==> src/rtl/lcb_pkg.sv <==
// Shared definitions for the answer-ROM reader and its LCB stream consumers.
// Holds the sequencer state encoding, default geometry and checksum helpers.
package lcb_pkg;

  localparam int NUM_WORDS = 18;
  localparam int ADDR_W    = 5;
  localparam int DATA_W    = 8;
  localparam int RD_LAT    = 2;

  typedef enum logic [2:0] {
    IDLE,
    WAIT,
    PRESENT,
    CHK,
    DONE
  } state_t;

  // Running checksum is a plain wrapping sum; the transmitted byte is its inverse.
  function automatic logic [DATA_W-1:0] csum_add(input logic [DATA_W-1:0] acc,
                                                 input logic [DATA_W-1:0] data);
    return acc + data;
  endfunction

  function automatic logic [DATA_W-1:0] csum_final(input logic [DATA_W-1:0] acc);
    return ~acc;
  endfunction

endpackage

==> src/rtl/answer_reader.sv <==
// Sweeps the answer ROM once per start request and streams every byte,
// followed by an inverted-sum checksum byte, over a valid/ready interface.
module answer_reader
  import lcb_pkg::*;
#(
  parameter int P_NUM_WORDS = NUM_WORDS,
  parameter int P_ADDR_W    = ADDR_W,
  parameter int P_DATA_W    = DATA_W,
  parameter int P_RD_LAT    = RD_LAT
) (
  input  logic                  clk,
  input  logic                  rst,
  input  logic                  start,
  output logic [P_ADDR_W-1:0]   rom_addr,
  input  logic [P_DATA_W-1:0]   rom_data,
  output logic [P_DATA_W-1:0]   out_data,
  output logic                  out_valid,
  input  logic                  out_ready,
  output logic                  out_sof,
  output logic                  out_eof,
  output logic                  busy,
  output logic                  frame_done
);

  localparam int CNT_W = $clog2(P_RD_LAT + 1);
  localparam logic [CNT_W-1:0]    CNT_LOAD = CNT_W'(P_RD_LAT - 1);
  localparam logic [P_ADDR_W-1:0] LAST_IDX = P_ADDR_W'(P_NUM_WORDS - 1);

  state_t                state_q, state_d;
  logic [P_ADDR_W-1:0]   addr_q, addr_d;
  logic [P_ADDR_W-1:0]   idx_q, idx_d;
  logic [P_DATA_W-1:0]   sum_q, sum_d;
  logic [CNT_W-1:0]      cnt_q, cnt_d;
  logic [P_DATA_W-1:0]   data_q, data_d;
  logic                  valid_q, valid_d;
  logic                  sof_q, sof_d;
  logic                  eof_q, eof_d;
  logic                  busy_q, busy_d;
  logic                  done_q, done_d;

  logic                  handshake;

  assign handshake = valid_q && out_ready;

  always_comb begin
    state_d = state_q;
    addr_d  = addr_q;
    idx_d   = idx_q;
    sum_d   = sum_q;
    cnt_d   = cnt_q;
    data_d  = data_q;
    valid_d = valid_q;
    sof_d   = sof_q;
    eof_d   = eof_q;
    busy_d  = busy_q;
    done_d  = 1'b0;

    unique case (state_q)
      IDLE: begin
        if (start) begin
          addr_d  = '0;
          idx_d   = '0;
          sum_d   = '0;
          cnt_d   = CNT_LOAD;
          busy_d  = 1'b1;
          state_d = WAIT;
        end
      end

      // The ROM registers its output, so rom_data is only trusted RD_LAT edges after an address change.
      WAIT: begin
        if (cnt_q == '0) begin
          data_d  = rom_data;
          sum_d   = csum_add(sum_q, rom_data);
          valid_d = 1'b1;
          sof_d   = (idx_q == '0);
          state_d = PRESENT;
        end else begin
          cnt_d = cnt_q - 1'b1;
        end
      end

      PRESENT: begin
        if (handshake) begin
          valid_d = 1'b0;
          sof_d   = 1'b0;
          if (idx_q < LAST_IDX) begin
            idx_d   = idx_q + 1'b1;
            addr_d  = idx_q + 1'b1;
            cnt_d   = CNT_LOAD;
            state_d = WAIT;
          end else begin
            state_d = CHK;
          end
        end
      end

      CHK: begin
        if (!valid_q) begin
          data_d  = csum_final(sum_q);
          valid_d = 1'b1;
          eof_d   = 1'b1;
        end else if (out_ready) begin
          valid_d = 1'b0;
          eof_d   = 1'b0;
          done_d  = 1'b1;
          state_d = DONE;
        end
      end

      // frame_done is raised on entry so that its single-cycle pulse coincides with this state.
      DONE: begin
        busy_d  = 1'b0;
        state_d = IDLE;
      end

      default: state_d = IDLE;
    endcase
  end

  always_ff @(posedge clk or posedge rst) begin
    if (rst) begin
      state_q <= IDLE;
      addr_q  <= '0;
      idx_q   <= '0;
      sum_q   <= '0;
      cnt_q   <= '0;
      data_q  <= '0;
      valid_q <= 1'b0;
      sof_q   <= 1'b0;
      eof_q   <= 1'b0;
      busy_q  <= 1'b0;
      done_q  <= 1'b0;
    end else begin
      state_q <= state_d;
      addr_q  <= addr_d;
      idx_q   <= idx_d;
      sum_q   <= sum_d;
      cnt_q   <= cnt_d;
      data_q  <= data_d;
      valid_q <= valid_d;
      sof_q   <= sof_d;
      eof_q   <= eof_d;
      busy_q  <= busy_d;
      done_q  <= done_d;
    end
  end

  assign rom_addr   = addr_q;
  assign out_data   = data_q;
  assign out_valid  = valid_q;
  assign out_sof    = sof_q;
  assign out_eof    = eof_q;
  assign busy       = busy_q;
  assign frame_done = done_q;

endmodule

==> config.mk <==
export PLATFORM = sky130hd
export DESIGN_NAME = answer_reader
export DESIGN_NICKNAME = d
export VERILOG_FILES = /design/src/rtl/lcb_pkg.sv /design/src/rtl/answer_reader.sv
export SDC_FILE = /design/constraint.sdc
export NUM_CORES = 1
export LEC_CHECK = 0
export CAP_MARGIN = 5
export CORE_AREA = 2 2 66 68
export CTS_CLUSTER_DIAMETER = 150
export DETAILED_ROUTE_END_ITERATION = 16
export DIE_AREA = 0 0 68 70
export GPL_TIMING_DRIVEN = 0
export HOLD_SLACK_MARGIN = 0.06
export PLACE_DENSITY = 0.73
export SLEW_MARGIN = 25
export SYNTH_ARGS = -nofsm -noshare
export SYNTH_HDL_FRONTEND = slang
export SYNTH_SLANG_ARGS = --single-unit
==> constraint.sdc <==
create_clock -name clk -period 1.7 [get_ports clk]
set_input_delay 0.34 -clock clk [delete_from_list [all_inputs] [get_ports clk]]
set_output_delay 0.34 -clock clk [all_outputs]
set_load 0.05 [all_outputs]
======== Yosys cells after proc, flatten, opt, wreduce, memory -nomap -nowiden ========
Index checks and enable logic that the tools add are counted.
cells by class
  $add $sub $neg .......................... 3
  mux-type cells .......................... 36
  equal/unequal tests ..................... 13
  reductions and logical operators ........ 20
  bitwise logic cells ..................... 1
  order comparisons ....................... 1
operators with widths
  cell                                               number
  two-way mux 8 bit                                  4
  one-hot mux 8 bit (2 select lines)                 2
  inequality test 2 bit, second input constant       9
  two-way mux 3 bit                                  5
  two-way mux 5 bit                                  3
  one-hot mux 3 bit (4 select lines)                 1
  AND reduction 3 bit                                4
  two-way mux 1 bit                                  11
  two-way mux 2 bit                                  5
  one-hot mux 5 bit (2 select lines)                 1
  AND reduction 5 bit                                2
  nonzero test 2 bit                                 5
  adder 8 bit                                        1
  NOT 8 bit                                          1
  == test 3 x 2 -> 1 bit, second input constant      2
  one-hot mux 2 bit (3 select lines)                 1
  nonzero test 3 bit                                 2
  adder 5 x 1 -> 5 bit, second input constant        1
  logical NOT 5 bit                                  1
  less-than comparator 5 bit, second input constant  1
  one-hot mux 1 bit (2 select lines)                 2
  AND reduction 2 bit                                2
  AND reduction 4 bit                                1
  == test 3 x 1 -> 1 bit, second input constant      1
  other kinds (6)                                    6
storage, ports and cells
  register bits after elaboration ......... 31
  output and inout port bits .............. 18
  logic and storage cells ................. 84

======== Depth between registers and ports, before layout ========
Gate-level depths: netlist (run 1).
  word-level depth ........................ 4
  gate-level depth with buffers ........... 8
  gate-level depth less buffers ........... 7

======== Worst setup path after synthesis (run 1) ========
OpenSTA, ideal clock, no wires.
  path kind ............................... reg2reg
  start ................................... reg idx_q[0]
  end ..................................... reg idx_q[4]
  required time ........................... 1626 ps
  path buffers ............................ 0
  path slack .............................. -324 ps
  arrival ................................. 1950 ps
  clock period less this slack ............ 2024 ps
  stages on the path, launching flop included .. 6
  cell sequence ........................... dfrtp_1 or4_4 a311oi_4 and2_4 a41oi_1 nor2_1
between the ends
  cells in the longest elaborated chain, start to end .. 4
  elaborated cells on any way between the ends .. 7
RTL lines
  what                                line                  text
  start: declaration                  answer_reader.sv:31   logic [P_ADDR_W-1:0] idx_q, idx_d;
  start signal: assignment            answer_reader.sv:137  idx_q <= idx_d;
  adder 5 x 1 -> 5 bit                answer_reader.sv:88   idx_d = idx_q + 1'b1;
  two-way mux 5 bit                   answer_reader.sv:87   if (idx_q < LAST_IDX) begin
  two-way mux 5 bit                   answer_reader.sv:84   if (handshake) begin
  one-hot mux 5 bit (2 select lines)  answer_reader.sv:58   unique case (state_q)
Parallel ways exist; a longest one is shown, timed or not. The select of a mux whose other input is x is not followed.
A chain may end at the register's enable or synchronous reset.

======== Worst setup path in the final report (run 1) ========
  start ................................... reg idx_q[1]
  end ..................................... reg idx_q[4]
The elaborated chain is that of the path after synthesis.

==> results of run 1 <==
worst register-to-register path, cell delays in order, from the launching register on:
cell	delay (ns)
dfrtp_2	0.40
or4_4	0.56
a311oi_4	0.31
and2_4	0.24
a41oi_2	0.12
nor2_1	0.10
metrics by stage:
stage          util, %  worst slack [ns]
2_1_floorplan        -            -0.136
3_3_place_gp      52.0            -0.533
3_5_place_dp      52.0            -0.577
4_1_cts           57.0           -0.0886
5_1_grt           60.6            -0.158
6_report          60.6            -0.104
power groups by stage:
stage          Sequential [uW]  Clock, uW  Combinational (uW)
4_1_cts                   1190        662                2610
5_1_grt                   1230        700                3140
6_report                  1200        647                2910
2_1_floorplan             1740          0                1310
3_3_place_gp              1200          0                2480
3_5_place_dp              1210          0                2520
routing by layer:
metal | share of wire [%] | vias up | global-route usage [%]
li1 | - | 745 | -
met1 | 42 | 726 | 22.8
met2 | 53 | 34 | 32.6
met3 | 4.3 | 5 | 4.83
met4 | 1.3 | 0 | 7.56
met5 | 0 | - | 0
what timing repair did:
action	4_1_cts	5_1_grt
buffers inserted	6	7
endpoints found under the setup margin	40	19
pin swaps	12	7
gates resized for setup	41	23
how the worst max path moves through the flow:
stage	from	end	slack [ns]	cells past startpoint
6_report	idx_q[1]$_DFFE_PP0P_	idx_q[4]$_DFFE_PP0P_	-0.10	5
3_3_place_gp	rom_data[0]	sum_q[6]$_DFFE_PP0P_	-0.53	8
2_1_floorplan	idx_q[1]$_DFFE_PP0P_	idx_q[4]$_DFFE_PP0P_	-0.14	5
5_1_grt	idx_q[1]$_DFFE_PP0P_	idx_q[4]$_DFFE_PP0P_	-0.16	5
4_1_cts	idx_q[1]$_DFFE_PP0P_	idx_q[3]$_DFFE_PP0P_	-0.09	5
3_5_place_dp	rom_data[2]	sum_q[7]$_DFFE_PP0P_	-0.58	7
cell type report:
| class | count | area, sq um |
|---|---|---|
| plain buffers | 7 | 48.8 |
| clock buffers | 8 | 100 |
| fillers | 349 | 1630 |
| inverters | 7 | 26.3 |
| multi-input cells | 138 | 1130 |
| flip-flops and latches | 31 | 781 |
| well taps | 52 | 65.1 |
| repair buffers | 42 | 364 |
cell usage in the layout (no fill, tap or decap), types with 6 or more instances in the layout:
| cell | netlist | routed |
|---|---|---|
| buf_4 | 1 | 14 |
| clkbuf_8 | 0 | 7 |
| dfrtp_1 | 31 | 27 |
| dlygate4sd2_1 | 0 | 23 |
| ha_4 | 0 | 6 |
| inv_1 | 7 | 6 |
| mux2_2 | 7 | 7 |
| nand2_1 | 22 | 22 |
| nor2_1 | 17 | 17 |
| o21ai_0 | 18 | 13 |
| o21ai_1 | 2 | 7 |
kinds of logic (layout without fill, tap and decap cells):
| kind of cell | after synthesis | count (layout) |
|---|---|---|
| xor gates and xnor gates | 6 | 6 |
| muxes | 9 | 9 |
| AOI/OAI and AO/OA | 45 | 45 |
| buffers and inverters | 16 | 64 |
| adders and majority gates | 11 | 11 |
| and+or+nand+nor | 67 | 67 |
| DFF | 31 | 31 |
state kept, by name, indices dropped and copies added (netlist names):
signal and cells:
frame_done 1, idx_q 5, sum_q 8, out_valid 1, cnt_q 2, out_eof 1, state_q 3, out_data 8
out_sof 1, busy 1
==> impl_metrics.tcl, run 1 <==
set metrics [dict create \
    wl_per_cell_microns 15.2 \
    crit_path_end_kind "register" \
    synthXorXnorAreaFrac_pct 2.96 \
    r2r-end "idx_q[4]$_DFFE_PP0P_" \
    core-area_sq_um 4140 \
    ys.flop_type "dfrtp_1" \
    postSynthCellCount 185 \
    intPower_uw 2570 \
    drive_gt1_share_pct 30.0 \
    drcViolationCount 0 \
    criticalPathCategory "register to register" \
    die_w_microns 68 \
    netlist_area_sq_um 1780 \
    final_antenna_net_count 0 \
    yosysWarnings 0 \
    rsz0062_at_grt "true" \
    p_leak_uw 0.00115 \
    synth-compound-area-share_pct 16.5 \
    worstPathRequired_ns 1.91 \
    synth-seq-cells 31 \
    nNetsFinal 255 \
    seq_area_frac_synth_pct 43.6 \
    initial_utilization_pct 42.9 \
    via_count 1510 \
    outcome "complete, but fails checks" \
    drv_slew 0 \
    grt_overflow_total 0 \
    p_sw_uw 2180 \
    slowest_stage "or4_4" \
    synthAdderAreaFrac_pct 8.16 \
    area_delta_synth_final_pct 41.2 \
    synthTopCellsByArea "dfrtp_1, ha_1, o21ai_0, nand2_1, mux2_2" \
    synth-simple-area-share_pct 19.0 \
    dpl-instance-area_sq_um 2150 \
    cts_root_buffer "clkbuf_8" \
    die_h_microns 70 \
    port_buffers 29 \
    grt_max_degree 32 \
    p_comb_share_pct 61.2 \
    r2r_setup_slack_ns -0.10 \
    clockPowerShare_pct 13.6 \
    cp-start-kind "register" \
    max-vdd-ir-drop_mv 0.810 \
    htree_levels 2 \
    synth_mux_area_share_pct 5.56 \
    crit_chain "or4_4 > a311oi_4 > and2_4 > a41oi_2 > nor2_1" \
    avgViaCountPerCell 5.30 \
    ios 30 \
    fp.dieArea_sq_um 4760 \
    finalWorstSetupSlack_ns -0.104 \
    hold_viol 0 \
    syn_avg_cell_area_sq_um 9.61 \
    synthArstFlopShare_pct 100 \
    violations "negative setup slack" \
    first_pass_iters 4 \
    antennaDiodeCount 0 \
    synth_most_common_cell "dfrtp_1" \
    path_buf_inv 0 \
    finalClockSkew_ns 0.00610 \
    finalCritPeriodShare_pct 106 \
    hold_path_class "input pin to asynchronous set/reset pin" \
    synth_edf_count 0 \
    antenna_found_initial 0 \
    critical_path.top_delay_family "simple AND/OR/NAND/NOR gates" \
    fin_crit_ns 1.80 \
    cts_buffer_depth 2 \
    synth.distinct_cells 46 \
    syn-num-nets 208 \
    drv_cap 0 \
    swShare_pct 46.0 \
    tns_ns -0.528 \
    grt_use_total_pct 19.3 \
    total_power_uw 4750 \
    numClockSinks 31 \
    synth_common_cells "dfrtp_1, nand2_1, o21ai_0" \
    fin_area_sq_um 2510 \
    seqPwrFrac_pct 25.2 \
    whs_ns 0.459 \
    reg2reg_depth 5 \
    yosys.area.top_type "dfrtp_1" \
    clock_latency_ns 0.29 \
    first_global_vias 1538 \
    worst_slew_pin_slew_ns 0.649 \
    cts_tree "yes" \
    synth_top_family_by_area "simple AND/OR/NAND/NOR gates" \
    rr_startpoint "idx_q[1]$_DFFE_PP0P_" \
    cpPeakStageDelay_ns 0.56 \
    ctsHoldBuffers 0 \
    num_rows 24 \
    routed_wl_microns 4320 \
    hpwlAfterDp_microns 2680 \
    cts.clk_slew.worst_paths_ns 0.07 \
    yosys.area.top_type_share_pct 43.6 \
    max_freq_mhz 554 \
    dp.cells 266 \
    drtIter0Drc 85 \
    gp_congestion 0.800 \
    grt_first_pass_wirelength_microns 6810 \
    setup_viol 11 \
    final_cells 285 \
    cp.arrival_ns 2.02 \
    crit_fanout 5 \
    maxSlewHeadroom_pct 56.7 \
    numCtsBuffers 5 \
    power_density_nw_per_um2 1890 \
]
(Power assumes the default switching activity.)
==> run 2, diff against run 1 <==
CAP_MARGIN = 10   (was 5)
SLEW_MARGIN = default   (was 25)
==> impl_metrics.tcl, run 2 (synthesis results as in run 1) <==
set metrics [dict create \
    final_cell_mix "dfrtp_1, dlygate4sd2_1, nand2_1, nor2_1, o21ai_0" \
    numClockSinks 31 \
    max-vdd-ir-drop_mv 0.759 \
    regArea_sq_um 781 \
    crit_fanout 5 \
    finalClockSkew_ns 0.00479 \
    antenna_found_initial 0 \
    startpoint "idx_q[1]$_DFFE_PP0P_" \
    reg2reg_depth 5 \
    fp.dieArea_sq_um 4760 \
    drv_slew 0 \
    first_global_vias 1548 \
    drv_cap 0 \
    worstPathRequired_ns 1.92 \
    port_buffers 29 \
    grt_overflow_total 0 \
    hold_path_class "input pin to asynchronous set/reset pin" \
    worst_slew_pin_slew_ns 0.693 \
    fill_cells 351 \
    setup_viol 10 \
    cpPeakStageDelay_ns 0.56 \
    htree_levels 2 \
    crit_chain "or4_4 > a311oi_4 > and2_4 > a41oi_2 > nor2_1" \
    violations "negative setup slack" \
    wl_per_cell_microns 15.5 \
    r2r-end "idx_q[4]$_DFFE_PP0P_" \
    hpwlAfterDp_microns 2670 \
    rsz0062_at_grt "true" \
    tns_ns -0.531 \
    grt_max_degree 32 \
    whs_ns 0.461 \
    area_delta_synth_final_pct 41.4 \
    hold_viol 0 \
    finalWorstSetupSlack_ns -0.0796 \
    cts_tree "yes" \
    setup.worst_path.end "idx_q[4]$_DFFE_PP0P_" \
    cts.clk_slew.worst_paths_ns 0.07 \
    ios 30 \
    slowest_stage "or4_4" \
    antennaDiodeCount 0 \
    initial_utilization_pct 42.9 \
    grt_first_pass_wirelength_microns 6930 \
    clock_latency_ns 0.29 \
    fin_crit_ns 1.78 \
    maxSlewHeadroom_pct 53.8 \
    multi_input_area_sq_um 1110 \
    outcome "complete, but fails checks" \
    layout_commonest_cell "dfrtp_1" \
    cp.arrival_ns 2.00 \
    num_rows 24 \
    numCtsBuffers 5 \
    cp-start-kind "register" \
    drtIter0Drc 78 \
    criticalPathCategory "register to register" \
    nNetsFinal 256 \
    drcViolationCount 0 \
    core-area_sq_um 4140 \
    drive_gt1_share_pct 29.5 \
    max_freq_mhz 562 \
    die_h_microns 70 \
    first_pass_iters 4 \
    final_antenna_net_count 0 \
    die_w_microns 68 \
    p_leak_uw 0.00115 \
    grt_use_total_pct 19.7 \
    avgViaCountPerCell 5.33 \
    crit_path_end_kind "register" \
    via_count 1525 \
    ctsHoldBuffers 0 \
    cts_buffer_depth 2 \
    routed_wl_microns 4440 \
    rr_startpoint "idx_q[1]$_DFFE_PP0P_" \
    r2r_setup_slack_ns -0.08 \
    cts_root_buffer "clkbuf_8" \
    finalCritPeriodShare_pct 105 \
    gp_congestion 0.800 \
    power_density_nw_per_um2 1890 \
]
==> run 2: cell count changes in the layout (fill, tap and decap cells not counted), sizes merged <==
| cell | before | now |
|---|---|---|
| buf | 18 | 19 |
| dlygate4sd2 | 23 | 24 |
| dlymetal6s2s | 2 | 1 |
==> run 2: area by class of cell <==
cell class | instances | area share, %
timing repair buffer | 43 | 15.1
clock buffer | 8 | 3.98
tap | 52 | 2.59
multi-input combinational | 138 | 44.3
buffer | 7 | 1.94
sequential | 31 | 31.1
inverter | 7 | 1.05
==> run 2: power by group <==
part	switching (uW)	internal [uW]	leakage, uW
clock network	279	369	0.0000515
logic	1710	1180	0.000719
registers	182	1020	0.000382
total	2170	2570	0.00115
==> run 2: worst max-delay path, delay by kind of cell, from the launching register on <==
family / cells / cell delay (ns)
and+or+nand+nor: 3 / 0.89
DFF: 1 / 0.40
AOI/OAI and AO/OA: 2 / 0.42
==> run 2: how the worst min path moves through the flow <==
stage / cells after the start / slack, ns / to
finish: 2 / 0.46 / out_data[7]$_DFFE_PP0P_
global route: 2 / 0.51 / out_data[7]$_DFFE_PP0P_
CTS: 2 / 0.48 / out_data[7]$_DFFE_PP0P_
detailed placement: 2 / 0.47 / out_data[7]$_DFFE_PP0P_
global placement: 2 / 0.46 / out_data[7]$_DFFE_PP0P_
floorplan: 1 / 0.44 / busy$_DFFE_PP0P_
==> run 2: metrics by stage <==
stage,util (%),instance area [sq um],power (uW),instances,setup WS [ns]
3_3_place_gp,52.0,2150,3680,266,-0.533
3_5_place_dp,52.0,2150,3730,266,-0.577
5_1_grt,60.7,2510,5070,286,-0.152
2_1_floorplan,-,1800,3050,185,-0.136
6_report,60.7,2510,4740,286,-0.0796
4_1_cts,57.3,2370,4480,279,-0.0864
==> run 2: per-layer routing <==
layer,track usage [%],wire length (microns)
met4,7.33,59
met2,33.5,2380
met1,23.0,1820
met5,0,0
met3,5.31,172
==> run 2: repair_timing <==
action	in CTS	in global routing
gates resized for setup	43	19
buffers inserted	6	7
pin swaps	12	11
setup endpoints to repair	40	18
==> run 3, diff against run 2 <==
ABC_AREA = 1   (was default)
CORE_AREA = 2 2 68 70   (was 2 2 66 68)
DIE_AREA = 0 0 70 72   (was 0 0 68 70)
==> impl_metrics.tcl, run 3 <==
set metrics [dict create \
    cts_root_buffer "clkbuf_8" \
    crit_path_end_kind "register" \
    finalClockSkew_ns 0.00735 \
    drtIter0Drc 72 \
    yosys.area.top_type_share_pct 40.8 \
    seq_area_frac_synth_pct 40.8 \
    synth-simple-area-share_pct 30.5 \
    drive_gt1_share_pct 10.8 \
    total_power_uw 4680 \
    first_pass_iters 4 \
    synthTopCellsByArea "dfrtp_1, nand2_1, ha_1, inv_1, nand3_1" \
    crit_fanout 3 \
    maxSlewHeadroom_pct 57.5 \
    synthXorXnorAreaFrac_pct 1.84 \
    postSynthCellCount 241 \
    synth_edf_count 0 \
    p_leak_uw 0.00122 \
    numClockSinks 31 \
    hold_path_class "input pin to asynchronous set/reset pin" \
    max_freq_mhz 616 \
    grt_first_pass_wirelength_microns 7130 \
    yosys.area.top_type "dfrtp_1" \
    core-area_sq_um 4260 \
    fp.dieArea_sq_um 5040 \
    grt_overflow_total 0 \
    rsz0062_at_grt "false" \
    setup_viol 0 \
    netlist_area_sq_um 1900 \
    finalCritPeriodShare_pct 95.5 \
    drv_slew 0 \
    criticalPathCategory "input pin to register" \
    ctsHoldBuffers 0 \
    htree_levels 2 \
    syn_avg_cell_area_sq_um 7.89 \
    r2r-end "out_data[3]$_DFFE_PP0P_" \
    yosysWarnings 0 \
    routed_wl_microns 4070 \
    cp.arrival_ns 1.83 \
    max-vdd-ir-drop_mv 0.881 \
    synth_most_common_cell "nand2_1" \
    synth_top_family_by_area "simple AND/OR/NAND/NOR gates" \
    ys.flop_type "dfrtp_1" \
    antenna_found_initial 0 \
    whs_ns 0.366 \
    fin_area_sq_um 2350 \
    fin_crit_ns 1.62 \
    synth-compound-area-share_pct 11.1 \
    wl_per_cell_microns 12.3 \
    synth_common_cells "nand2_1, dfrtp_1, inv_1" \
    grt_max_degree 32 \
    clock_latency_ns 0.28 \
    r2r_setup_slack_ns 0.15 \
    via_count 1644 \
    die_h_microns 72 \
    cts_tree "yes" \
    drcViolationCount 0 \
    reg2reg_depth 5 \
    final_cell_mix "nand2_1, dfrtp_1, inv_1, nor2_1, dlygate4sd2_1" \
    layout_commonest_cell "nand2_1" \
    synthAdderAreaFrac_pct 7.64 \
    port_buffers 29 \
    drv_cap 0 \
    gp_congestion 0.835 \
    avgViaCountPerCell 4.97 \
    worstPathRequired_ns 1.91 \
    finalWorstSetupSlack_ns 0.0764 \
    num_rows 24 \
    initial_utilization_pct 44.6 \
    synth-seq-cells 31 \
    cp-start-kind "input pin" \
    grt_use_total_pct 17.8 \
    syn-num-nets 264 \
    rr_startpoint "state_q[2]$_DFFE_PP0P_" \
    worst_slew_pin_slew_ns 0.634 \
    synth_mux_area_share_pct 0 \
    hpwlAfterDp_microns 2980 \
    area_delta_synth_final_pct 23.8 \
    synthArstFlopShare_pct 100 \
    nNetsFinal 301 \
    die_w_microns 70 \
    antennaDiodeCount 0 \
    power_density_nw_per_um2 1990 \
    hold_viol 0 \
    pre_cts_ws_ns -0.267 \
    final_antenna_net_count 0 \
    outcome "complete, no violations" \
    cts.clk_slew.worst_paths_ns 0.07 \
    post-cts-setup-buffer-count 0 \
    synth.distinct_cells 28 \
    first_global_vias 1604 \
    dpl-instance-area_sq_um 2260 \
    fin_util_pct 55.2 \
    numCtsBuffers 5 \
    post_cts_resized 18 \
    cts_buffer_depth 2 \
    ios 30 \
]
run 3: cell count changes after synthesis, sizes merged, moves of 3 or more:
cell,before,now
nand3,8,20
o21a,1,8
clkbuf,5,0
a21o,3,0
o21ai,20,9
mux2,7,0
a21oi,7,16
inv,7,28
nor2,18,23
nand2,22,78
run 3: cell type report:
cell class	instances	area, sq um
Clock inverter	2	12.5
Clock buffer	6	72.6
Tap cell	52	65.1
Sequential cell	31	776
Fill cell	438	1910
Multi-Input combinational cell	178	977
Inverter	28	108
Timing Repair Buffer	30	295
Buffer	4	46.3
run 3: worst max path at each step:
stage / from / end / slack [ns] / cells past startpoint
finish: rom_data[0] / sum_q[4]$_DFFE_PP0P_ / 0.08 / 8
global route: rom_data[2] / sum_q[7]$_DFFE_PP0P_ / 0.001 / 9
CTS: rom_data[0] / sum_q[4]$_DFFE_PP0P_ / 0.02 / 8
detailed placement: rom_data[0] / sum_q[4]$_DFFE_PP0P_ / -0.27 / 8
global placement: rom_data[0] / sum_q[4]$_DFFE_PP0P_ / -0.25 / 8
floorplan: out_valid$_DFFE_PP0P_ / idx_q[0]$_DFFE_PP0P_ / 0.23 / 7
run 3: cell families (layout without fill, tap and decap cells):
group / Yosys count / in the layout
AO/OA/AOI/OAI: 36 / 36
flip-flops: 31 / 31
XOR/XNOR: 4 / 4
AND/OR/NAND/NOR: 127 / 127
buffers and inverters: 32 / 70
adder cells (fa/ha/maj): 11 / 11
run 3: critical path, cell delays in order:
cell             delay [ns]
clkdlybuf4s50_1        0.45
ha_1                   0.26
fa_2                   0.38
nand2_1                0.08
nand3_1                0.09
nand2_1                0.07
nand2_1                0.05
o21ai_1                0.11
run 3: stage by stage:
stage               TNS [ns]  std cells
floorplan                  0        241
global placement       -4.42        322
detailed placement     -5.39        322
CTS                        0        330
global route               0        331
finish                     0        331
run 3: where the power goes:
part	total, uW	switching [uW]	internal, uW
clock	570	284	286
sequential	1250	200	1050
combinational	2860	1910	953
total	4680	2390	2290
run 3: metal layers:
metal / global-route usage (%) / vias to the layer above / routed length [microns]
met5: 0 / - / 0
met4: 5.98 / 0 / 61
met3: 4.03 / 8 / 129
met2: 32.1 / 29 / 2070
met1: 21.2 / 758 / 1810
li1: - / 849 / -
==> edit (flow settings as in run 1) <==
The 5 states of `state_t` get a one-hot encoding in 5 bits.
--- a/src/rtl/lcb_pkg.sv
+++ b/src/rtl/lcb_pkg.sv
@@ -8,10 +8,10 @@
   localparam int RD_LAT    = 2;
 
-  typedef enum logic [2:0] {
-    IDLE,
-    WAIT,
-    PRESENT,
-    CHK,
-    DONE
+  typedef enum logic [4:0] {
+    IDLE    = 5'b00001,
+    WAIT    = 5'b00010,
+    PRESENT = 5'b00100,
+    CHK     = 5'b01000,
+    DONE    = 5'b10000
   } state_t;
 
Formal check against the unedited RTL: no difference found for any inputs over 10 cycles, from zero or initial values and one cycle with rst high; not proved beyond that.
==> edit against run 1 <==
The run still ends with negative setup slack left; cell area grew 23%; power shrank 1.2%; hold slack lost 0.029 ns; combinational power shrank 6%; area after synthesis grew 9.1%; sequential cell count grew 2; setup slack lost 0.15 ns; wire length grew 50%; clock power shrank 3.9%.
==> edit: results <==
metrics = {
    "outcome": {
        "status": "finished, violations left",
        "violations": "negative setup slack",
    },
    "clocking": {
        "htreeDepth": 2,
        "clkLatencyLatePin_ns": 0.31,
        "path_clk_slew_ns": 0.08,
    },
    "setup_path": {
        "cp.arrival_ns": 2.21,
        "cp_max_fo": 5,
    },
    "pwr": {
        "internal-power_w": 0.00250,
        "irDropWorstVdd_v": 0.000990,
        "p_leak_nw": 1.35,
    },
    "cells_and_area": {
        "fillCellCount": 271,
        "drive_gt1_share_pct": 41.0,
    },
    "synth": {
        "ys_warn_count": 0,
        "syn-num-nets": 237,
        "ys_types": 49,
        "netlist_top_cells_count": "dfrtp_1, nor2_1, a21oi_1, nand2_1, o21ai_0",
        "seq_area_frac_synth_pct": 42.6,
    },
    "global_routing": {
        "grt_use_total_pct": 22.9,
        "grt_pass1_vias": 1767,
        "grt_max_degree": 34,
        "grt_pass1_wl_um": 8360,
    },
    "placement": {
        "gp_congestion": 0.841,
        "place_ws_ns": -0.644,
        "place_hpwl_um": 3010,
    },
    "min_path": {
        "min_path_type": "in -> reg",
    },
    "timing": {
        "slew_headroom_pct": 53.3,
        "fin_tns_setup_ns": -2.66,
        "setup_viol": 23,
        "setup_ws_ns": -0.250,
        "clock_skew_ns": 0.00879,
    },
    "route": {
        "drt_iter0_drc": 172,
        "avgViaCountPerCell": 5.88,
        "finalWirelength_um": 6470,
    },
}
edit: changes by cell type in the layout (fill, tap and decap cells not counted), moves of 4 or more:
cell     delta
a21oi_2     +7
mux2_2      -7
nor2_4      +4
o21ai_2     +4
buf_6       +5
a21oi_4     +4
buf_4       +9
o21ai_0     -7
a21oi_1     +5
edit: critical path: stages, from the launching register on:
cell     delay (ns)
dfrtp_1        0.36
buf_6          0.13
or4b_4         0.47
or2_4          0.27
or3_4          0.43
nor2_2         0.12
o22a_2         0.12
edit: final timing paths:
kind                        startpoint     endpoint  slack (ns)  cells after the start
setup / recovery            state_q[2]     idx_q[0]       -0.25                      6
hold / removal             rom_data[2]  out_data[2]        0.43                      3
setup reg to reg            state_q[2]     idx_q[0]       -0.25                      6
hold reg to reg               cnt_q[1]     cnt_q[1]        0.49                      1
max in group asynchronous          rst   state_q[1]        0.74                      2
min in group asynchronous          rst     sum_q[6]        0.46                      2
edit: cell families after synthesis:
group	after synthesis	synth area share (%)
and+or+nand+nor	79	20.2
DFF	33	42.6
AOI/OAI and AO/OA	66	21.9
buffers and inverters	17	4.13
muxes	1	0.516
adders and majority gates	11	7.48
xor gates and xnor gates	7	3.16
edit: power groups by stage:
stage | clock [W] | combinational [W] | sequential (W)
after floorplan | 0 | 0.000956 | 0.00161
after global placement | 0 | 0.00180 | 0.00123
after detailed placement | 0 | 0.00183 | 0.00124
after CTS | 0.000602 | 0.00214 | 0.00128
after global routing | 0.000654 | 0.00290 | 0.00136
final | 0.000622 | 0.00274 | 0.00133
edit: cell type report:
class / count / area, um^2 / area share [%]
Multi-Input combinational cell: 164 / 1460 / 47.3
Sequential cell: 33 / 832 / 27.0
Timing Repair Buffer: 58 / 537 / 17.4
Buffer: 7 / 73.8 / 2.40
Clock buffer: 5 / 68.8 / 2.23
Tap cell: 52 / 65.1 / 2.11
Inverter: 8 / 30.0 / 0.975
Clock inverter: 3 / 17.5 / 0.569
edit: what timing repair did:
item                                   CTS  global route
resized for setup                       76            58
hold buffers                             0             0
setup endpoints to repair               43            32
pin swaps                               22            32
buffers inserted                        13            15
cloned                                   0             1
endpoints found under the hold margin    0             0
edit: through the flow:
| stage | total power, W | area, um^2 | instances |
|---|---|---|---|
| after floorplan | 0.00257 | 1950 | 214 |
| after global placement | 0.00303 | 2300 | 295 |
| after detailed placement | 0.00307 | 2300 | 295 |
| after CTS | 0.00402 | 2700 | 315 |
| after global routing | 0.00492 | 3080 | 330 |
| final | 0.00469 | 3080 | 330 |
edit: routing by layer:
| layer | vias to the layer above | wire, um | global-route usage [%] |
|---|---|---|---|
| li1 | 892 | - | - |
| met1 | 948 | 2720 | 31.7 |
| met2 | 80 | 3100 | 35.2 |
| met3 | 19 | 448 | 5.15 |
| met4 | 0 | 197 | 7.78 |
| met5 | - | 0 | 0 |
